--- src/rtl/instr_encoder.sv ---
// instr_encoder
//   Packs an instruction class plus register/funct/immediate fields into a
//   legal RV32I instruction word and queues it in a 2-entry output buffer.
//
//   Build option: define INSTR_ENC_RANGE_CHECK_EN to flag immediates that do
//   not fit their format. Without it they are silently truncated.
//
//   Ports:
//     clk, reset        clock, asynchronous active-high reset
//     req_valid_i/req_ready_o/req_*_i, rd_i, rs1_i, rs2_i, funct3_i,
//     funct7_i, imm_i   request side (fields qualify req_valid_i)
//     instr_valid_o/instr_ready_i/instr_o/instr_err_o  output word side
//     count_o           number of accepted requests (wraps)
//
//   Handshake: a transfer happens on a rising edge where valid and ready are
//   both high. The producer holds its payload stable while valid is high and
//   ready is low; ready never depends combinationally on valid.
module instr_encoder #(
    parameter int CNT_WIDTH = 16
) (
    input  logic                 clk,
    input  logic                 reset,
    input  logic                 req_valid_i,
    output logic                 req_ready_o,
    input  logic [3:0]           req_class_i,
    input  logic [4:0]           rd_i,
    input  logic [4:0]           rs1_i,
    input  logic [4:0]           rs2_i,
    input  logic [2:0]           funct3_i,
    input  logic [6:0]           funct7_i,
    input  logic [31:0]          imm_i,
    output logic                 instr_valid_o,
    input  logic                 instr_ready_i,
    output logic [31:0]          instr_o,
    output logic                 instr_err_o,
    output logic [CNT_WIDTH-1:0] count_o
);

    localparam logic [6:0] OP_R     = 7'b0110011;
    localparam logic [6:0] OP_I_ALU = 7'b0010011;
    localparam logic [6:0] OP_LOAD  = 7'b0000011;
    localparam logic [6:0] OP_S     = 7'b0100011;
    localparam logic [6:0] OP_B     = 7'b1100011;
    localparam logic [6:0] OP_JAL   = 7'b1101111;
    localparam logic [6:0] OP_JALR  = 7'b1100111;
    localparam logic [6:0] OP_LUI   = 7'b0110111;
    localparam logic [6:0] OP_AUIPC = 7'b0010111;

    logic        is_shift;
    logic [31:0] enc_word;
    logic        enc_err;
    logic        range_err;

    // Shift-immediate forms carry funct7 in the upper immediate bits.
    assign is_shift = (req_class_i == 4'd1) &&
                      ((funct3_i == 3'b001) || (funct3_i == 3'b101));

    always_comb begin
        enc_word = 32'h0;
        enc_err  = 1'b0;
        case (req_class_i)
            4'd0: enc_word = {funct7_i, rs2_i, rs1_i, funct3_i, rd_i, OP_R};
            4'd1: begin
                if (is_shift)
                    enc_word = {funct7_i, imm_i[4:0], rs1_i, funct3_i, rd_i, OP_I_ALU};
                else
                    enc_word = {imm_i[11:0], rs1_i, funct3_i, rd_i, OP_I_ALU};
            end
            4'd2: enc_word = {imm_i[11:0], rs1_i, funct3_i, rd_i, OP_LOAD};
            4'd3: enc_word = {imm_i[11:5], rs2_i, rs1_i, funct3_i, imm_i[4:0], OP_S};
            4'd4: begin
                enc_word = {imm_i[12], imm_i[10:5], rs2_i, rs1_i, funct3_i,
                            imm_i[4:1], imm_i[11], OP_B};
                enc_err  = imm_i[0];
            end
            4'd5: begin
                enc_word = {imm_i[20], imm_i[10:1], imm_i[11], imm_i[19:12], rd_i, OP_JAL};
                enc_err  = imm_i[0];
            end
            // JALR has a single legal funct3.
            4'd6: enc_word = {imm_i[11:0], rs1_i, 3'b000, rd_i, OP_JALR};
            4'd7: enc_word = {imm_i[31:12], rd_i, OP_LUI};
            4'd8: enc_word = {imm_i[31:12], rd_i, OP_AUIPC};
            default: begin
                enc_word = 32'h0;
                enc_err  = 1'b1;
            end
        endcase
    end

`ifdef INSTR_ENC_RANGE_CHECK_EN
    always_comb begin
        range_err = 1'b0;
        case (req_class_i)
            4'd1: begin
                if (is_shift)
                    range_err = (imm_i[31:5] != 27'h0);
                else
                    range_err = (imm_i != {{20{imm_i[11]}}, imm_i[11:0]});
            end
            4'd2, 4'd3, 4'd6: range_err = (imm_i != {{20{imm_i[11]}}, imm_i[11:0]});
            4'd4:             range_err = (imm_i != {{19{imm_i[12]}}, imm_i[12:0]});
            4'd5:             range_err = (imm_i != {{11{imm_i[20]}}, imm_i[20:0]});
            4'd7, 4'd8:       range_err = (imm_i[11:0] != 12'h0);
            default:          range_err = 1'b0;
        endcase
    end
`else
    assign range_err = 1'b0;
`endif

    // Output buffer: two {err, instr} entries in FIFO order.
    logic [32:0]          mem_q [2];
    logic [32:0]          mem_d [2];
    logic                 wr_ptr_q, wr_ptr_d;
    logic                 rd_ptr_q, rd_ptr_d;
    logic [1:0]           occ_q, occ_d;
    logic                 ready_q, ready_d;
    logic [CNT_WIDTH-1:0] count_q, count_d;
    logic                 push, pop;

    assign push = req_valid_i & ready_q;
    assign pop  = (occ_q != 2'd0) & instr_ready_i;

    always_comb begin
        mem_d    = mem_q;
        wr_ptr_d = wr_ptr_q ^ push;
        rd_ptr_d = rd_ptr_q ^ pop;
        occ_d    = occ_q;
        count_d  = count_q + CNT_WIDTH'(push);
        if (push)
            mem_d[wr_ptr_q] = {enc_err | range_err, enc_word};
        case ({push, pop})
            2'b10:   occ_d = occ_q + 2'd1;
            2'b01:   occ_d = occ_q - 2'd1;
            default: occ_d = occ_q;
        endcase
        // Registered ready: a full buffer never accepts, even while popping.
        ready_d = (occ_d != 2'd2);
    end

    always_ff @(posedge clk or posedge reset) begin
        if (reset) begin
            mem_q[0] <= 33'h0;
            mem_q[1] <= 33'h0;
            wr_ptr_q <= 1'b0;
            rd_ptr_q <= 1'b0;
            occ_q    <= 2'd0;
            ready_q  <= 1'b1;
            count_q  <= '0;
        end else begin
            mem_q    <= mem_d;
            wr_ptr_q <= wr_ptr_d;
            rd_ptr_q <= rd_ptr_d;
            occ_q    <= occ_d;
            ready_q  <= ready_d;
            count_q  <= count_d;
        end
    end

    assign req_ready_o                = ready_q;
    assign instr_valid_o              = (occ_q != 2'd0);
    assign {instr_err_o, instr_o}     = mem_q[rd_ptr_q];
    assign count_o                    = count_q;

endmodule

--- config.mk ---
export PLATFORM = sky130hd
export DESIGN_NAME = instr_encoder
export DESIGN_NICKNAME = d
export VERILOG_FILES = /design/src/rtl/instr_encoder.sv
export SDC_FILE = /design/constraint.sdc
export NUM_CORES = 1
export LEC_CHECK = 0
export BUFFER_PORTS_ARGS = -buffer_cell sky130_fd_sc_hd__buf_2
export CAP_MARGIN = 40
export CORE_ASPECT_RATIO = 0.8
export CORE_UTILIZATION = 45
export DETAILED_ROUTE_END_ITERATION = 10
export GPL_ROUTABILITY_DRIVEN = 0
export GPL_TIMING_DRIVEN = 0
export HOLD_SLACK_MARGIN = 0.1
export PLACE_DENSITY = 0.76
export SLEW_MARGIN = 20
export SYNTH_ARGS = -nofsm -noshare
export SYNTH_HDL_FRONTEND = slang
export SYNTH_SLANG_ARGS = --single-unit
--- constraint.sdc ---
create_clock -name clk -period 2.35 [get_ports clk]
set_input_delay 0.3525 -clock clk [delete_from_list [all_inputs] [get_ports clk]]
set_output_delay 0.3525 -clock clk [all_outputs]
set_load 0.02 [all_outputs]
==> flow_metrics.env <==
export IMPL_port_buffer_count=113
export IMPL_die_y_um=93.89
export IMPL_area_of_the_core_mm2=0.01024
export IMPL_postSynthRegisterBits=85
export IMPL_ys_types=53
export IMPL_floorplan_io_pins=116
export IMPL_grt_pass1_vias=4104
export IMPL_power_density_mw_per_mm2=1126
export IMPL_timing_critical_path_arrival_ns=1.93
export IMPL_detail_route_wirelength_um=13600
export IMPL_placed_cell_area_mm2=0.005534
export IMPL_die_width_um=116.9
export IMPL_grt_setup_unrepaired="false"
export IMPL_postSynthCellCount=453
export IMPL_post_cts_setup_buffers=0
export IMPL_timing_critical_path_from_type="register"
export IMPL_achievable_frequency_ghz=0.4382
export IMPL_drc_errors=0
export IMPL_per_instance_average_area_after_synthesis_um2=10.48
export IMPL_areaGrowthSynthToFinish_pct=23.05
export IMPL_filler_cell_count=922
export IMPL_synth_top_cell_area_share_pct=44.26
export IMPL_route_antenna_remaining_nets=0
export IMPL_final_net_count=649
export IMPL_clkSlewWorstSetupHoldPaths_ns=0.06
export IMPL_grt_pass1_wl_um=20730
export IMPL_fp_row_count=33
export IMPL_critPathRequiredTime_ns=2.00
export IMPL_worstReg2RegEnd="mem_q[16]"
export IMPL_reg2reg_depth=7
export IMPL_cts_buffers_inserted=9
export IMPL_ys_flop_type="sky130_fd_sc_hd__dfrtp_1"
export IMPL_antenna_cells=0
export IMPL_clock_tree_htree_level_count=3
export IMPL_ctsRootBufferMaster="sky130_fd_sc_hd__clkbuf_16"
export IMPL_initial_utilization_pct=46.38
export IMPL_final_skew_ns=0.006246
export IMPL_final_setup_tns_ns=0
export IMPL_wl_per_cell_um=18.78
export IMPL_final_seq_area_mm2=0.002128
export IMPL_final_cell_area_mm2=0.005844
export IMPL_run_status="completed"
export IMPL_area_of_combinational_cells_with_multiple_inputs_mm2=0.002367
export IMPL_dr_pass1_iters=5
export IMPL_top_post_synthesis_cells_by_area="sky130_fd_sc_hd__dfrtp_1, sky130_fd_sc_hd__mux2_2, sky130_fd_sc_hd__o2bb2ai_1, sky130_fd_sc_hd__a221o_1, sky130_fd_sc_hd__a21oi_1"
export IMPL_clk_latency_ns=0.34
export IMPL_synth_fp_nets=523
export IMPL_seq_area_frac_synth_pct=44.81
export IMPL_grt_start_max_net_pins=33
export IMPL_cts_tree="yes"
export IMPL_grt_overflow_total=0
export IMPL_finalSetupViolations=0
export IMPL_drv_cap=0
export IMPL_setup_worst_path_class="register to output port"
export IMPL_critical_path_endpoint_type="output port"
export IMPL_post_synth_instance_area_mm2=0.004750
export IMPL_layout_min_cycle_time_ns=2.282
export IMPL_drt_first_iter_violations=342
export IMPL_die_footprint_mm2=0.01097
export IMPL_dr_total_vias=4298
export IMPL_number_of_buffers_on_the_longest_clock_path=2
export IMPL_irDropWorstVdd_v=0.0005079
export IMPL_cp_max_fo=10
export IMPL_grtUsageTotal_pct=25.17
export IMPL_yosys_cell_count_top_type="sky130_fd_sc_hd__dfrtp_1"
export IMPL_async_flop_share_pct=100.0
export IMPL_slew_viol_final=0
export IMPL_final_cycle_utilization_of_the_critical_path_pct=97.12
export IMPL_reg2reg_setup_slack_ns=0.26
export IMPL_critical_path_reg2reg_startpoint="req_ready_o"
export IMPL_place_hpwl_um=9991
export IMPL_relSlewSlack_pct=47.67
export IMPL_drive_above_1_share_pct=35.27
export IMPL_netlist_top_cell_by_area="sky130_fd_sc_hd__dfrtp_1"
export IMPL_hold_path_class="primary input to async pin"
export IMPL_yosys_warnings=0
export IMPL_viasPerCell=5.936
export IMPL_synth_enable_flop_cells=0
export IMPL_hold_viol_final=0
export IMPL_worst_pin_slew_ns=0.7789
export IMPL_antenna_found_initial=0
export IMPL_worstSetupStartpoint="rd_ptr_q"
export IMPL_synth_cells_most_frequent="sky130_fd_sc_hd__dfrtp_1, sky130_fd_sc_hd__mux2_2, sky130_fd_sc_hd__a21oi_1"
export IMPL_clock_sinks=85
export IMPL_quantity_of_hold_fixing_buffers_added_after_cts=0
export IMPL_static_leakage_power_uw=0.002704
==> cell type report <==
type                    instances  share of cell area (%)
multi-input cells             312                   40.51
flip-flops and latches         85                   36.42
repair buffers                115                   10.36
clock buffers                  12                   4.389
plain buffers                  40                   3.425
well taps                     140                   2.997
inverters                      16                   1.092
clock inverters                 4                  0.8135
==> worst max-delay path by stage <==
stage                        endpoint  slack, ns  depth (start not counted)
final                      instr_o[7]       0.07                          4
after global routing      instr_o[11]      0.008                          4
after CTS                  instr_o[7]       0.06                          4
after detailed placement   instr_o[7]       0.18                          4
after global placement      mem_q[46]       0.20                          8
after floorplan            instr_o[1]       0.42                          4
==> metrics by stage <==
stage / utilization, % / std cells / hold WS [ns] / setup WS [ns] / power [uW]
after floorplan: - / 453 / 0.4460 / 0.4198 / 4251
after global placement: 53.65 / 706 / 0.4521 / 0.1996 / 5018
after detailed placement: 54.04 / 708 / 0.4620 / 0.1798 / 5124
after CTS: 57.05 / 724 / 0.1047 / 0.06264 / 6589
after global routing: 57.07 / 724 / 0.1394 / 0.007993 / 6937
final: 57.07 / 724 / 0.08880 / 0.06771 / 6583
==> flip-flops by register name (all words and copies together) (netlist names) <==
name	count
count_o	16
rd_ptr_q	1
wr_ptr_q	1
occ_q	2
req_ready_o	1
mem_q	64
==> critical path: stages (launching register included) <==
cell	delay (ns)
sky130_fd_sc_hd__dfrtp_1	0.34
sky130_fd_sc_hd__clkbuf_1	0.31
sky130_fd_sc_hd__buf_2	0.39
sky130_fd_sc_hd__mux2_2	0.39
sky130_fd_sc_hd__buf_2	0.16
==> power by group <==
part	leakage, uW	total, uW	internal (uW)	switching (uW)
registers	0.00110	2360	2030	326
logic	0.00145	2780	1190	1590
clock network	0.000149	1450	878	569
==> timing repair <==
item                       4_1_cts  5_1_grt
setup endpoints to repair       29        1
resized for setup                3        2
pin swaps                        0        0
==> logic make-up after synthesis <==
family	count (synthesis)	synth area share [%]
and+or+nand+nor	97	11.38
adders and majority gates	5	1.317
muxes	41	9.694
DFF	85	44.81
buffers and inverters	56	5.347
AOI/OAI and AO/OA	150	23.95
xor gates and xnor gates	19	3.504
==> placed cells by master, fill, tap and decap left out, types with 8 or more instances in the layout <==
cell type | netlist | routed
sky130_fd_sc_hd__mux2_2 | 40 | 40
sky130_fd_sc_hd__clkbuf_1 | 18 | 18
sky130_fd_sc_hd__o21ai_0 | 23 | 23
sky130_fd_sc_hd__clkbuf_16 | 0 | 9
sky130_fd_sc_hd__a221o_1 | 16 | 16
sky130_fd_sc_hd__o2bb2ai_1 | 28 | 28
sky130_fd_sc_hd__a31oi_1 | 12 | 12
sky130_fd_sc_hd__xnor2_1 | 11 | 11
sky130_fd_sc_hd__xor2_1 | 8 | 8
sky130_fd_sc_hd__inv_1 | 15 | 14
sky130_fd_sc_hd__nor2_1 | 17 | 17
sky130_fd_sc_hd__buf_2 | 11 | 126
sky130_fd_sc_hd__and3_1 | 8 | 8
sky130_fd_sc_hd__a21oi_1 | 30 | 30
sky130_fd_sc_hd__o22a_1 | 8 | 8
sky130_fd_sc_hd__nor2b_1 | 10 | 10
sky130_fd_sc_hd__dfrtp_1 | 84 | 84
sky130_fd_sc_hd__nand2_1 | 21 | 21
==> layer usage <==
| layer | global-route usage, % | vias up | routed length [um] |
|---|---|---|---|
| li1 | - | 1952 | - |
| met1 | 33.60 | 2137 | 5935 |
| met2 | 41.07 | 188 | 6532 |
| met3 | 4.710 | 21 | 941 |
| met4 | 8.333 | 0 | 187 |
| met5 | 0 | - | 0 |
No activity file was read; power rests on OpenSTA's default activity.
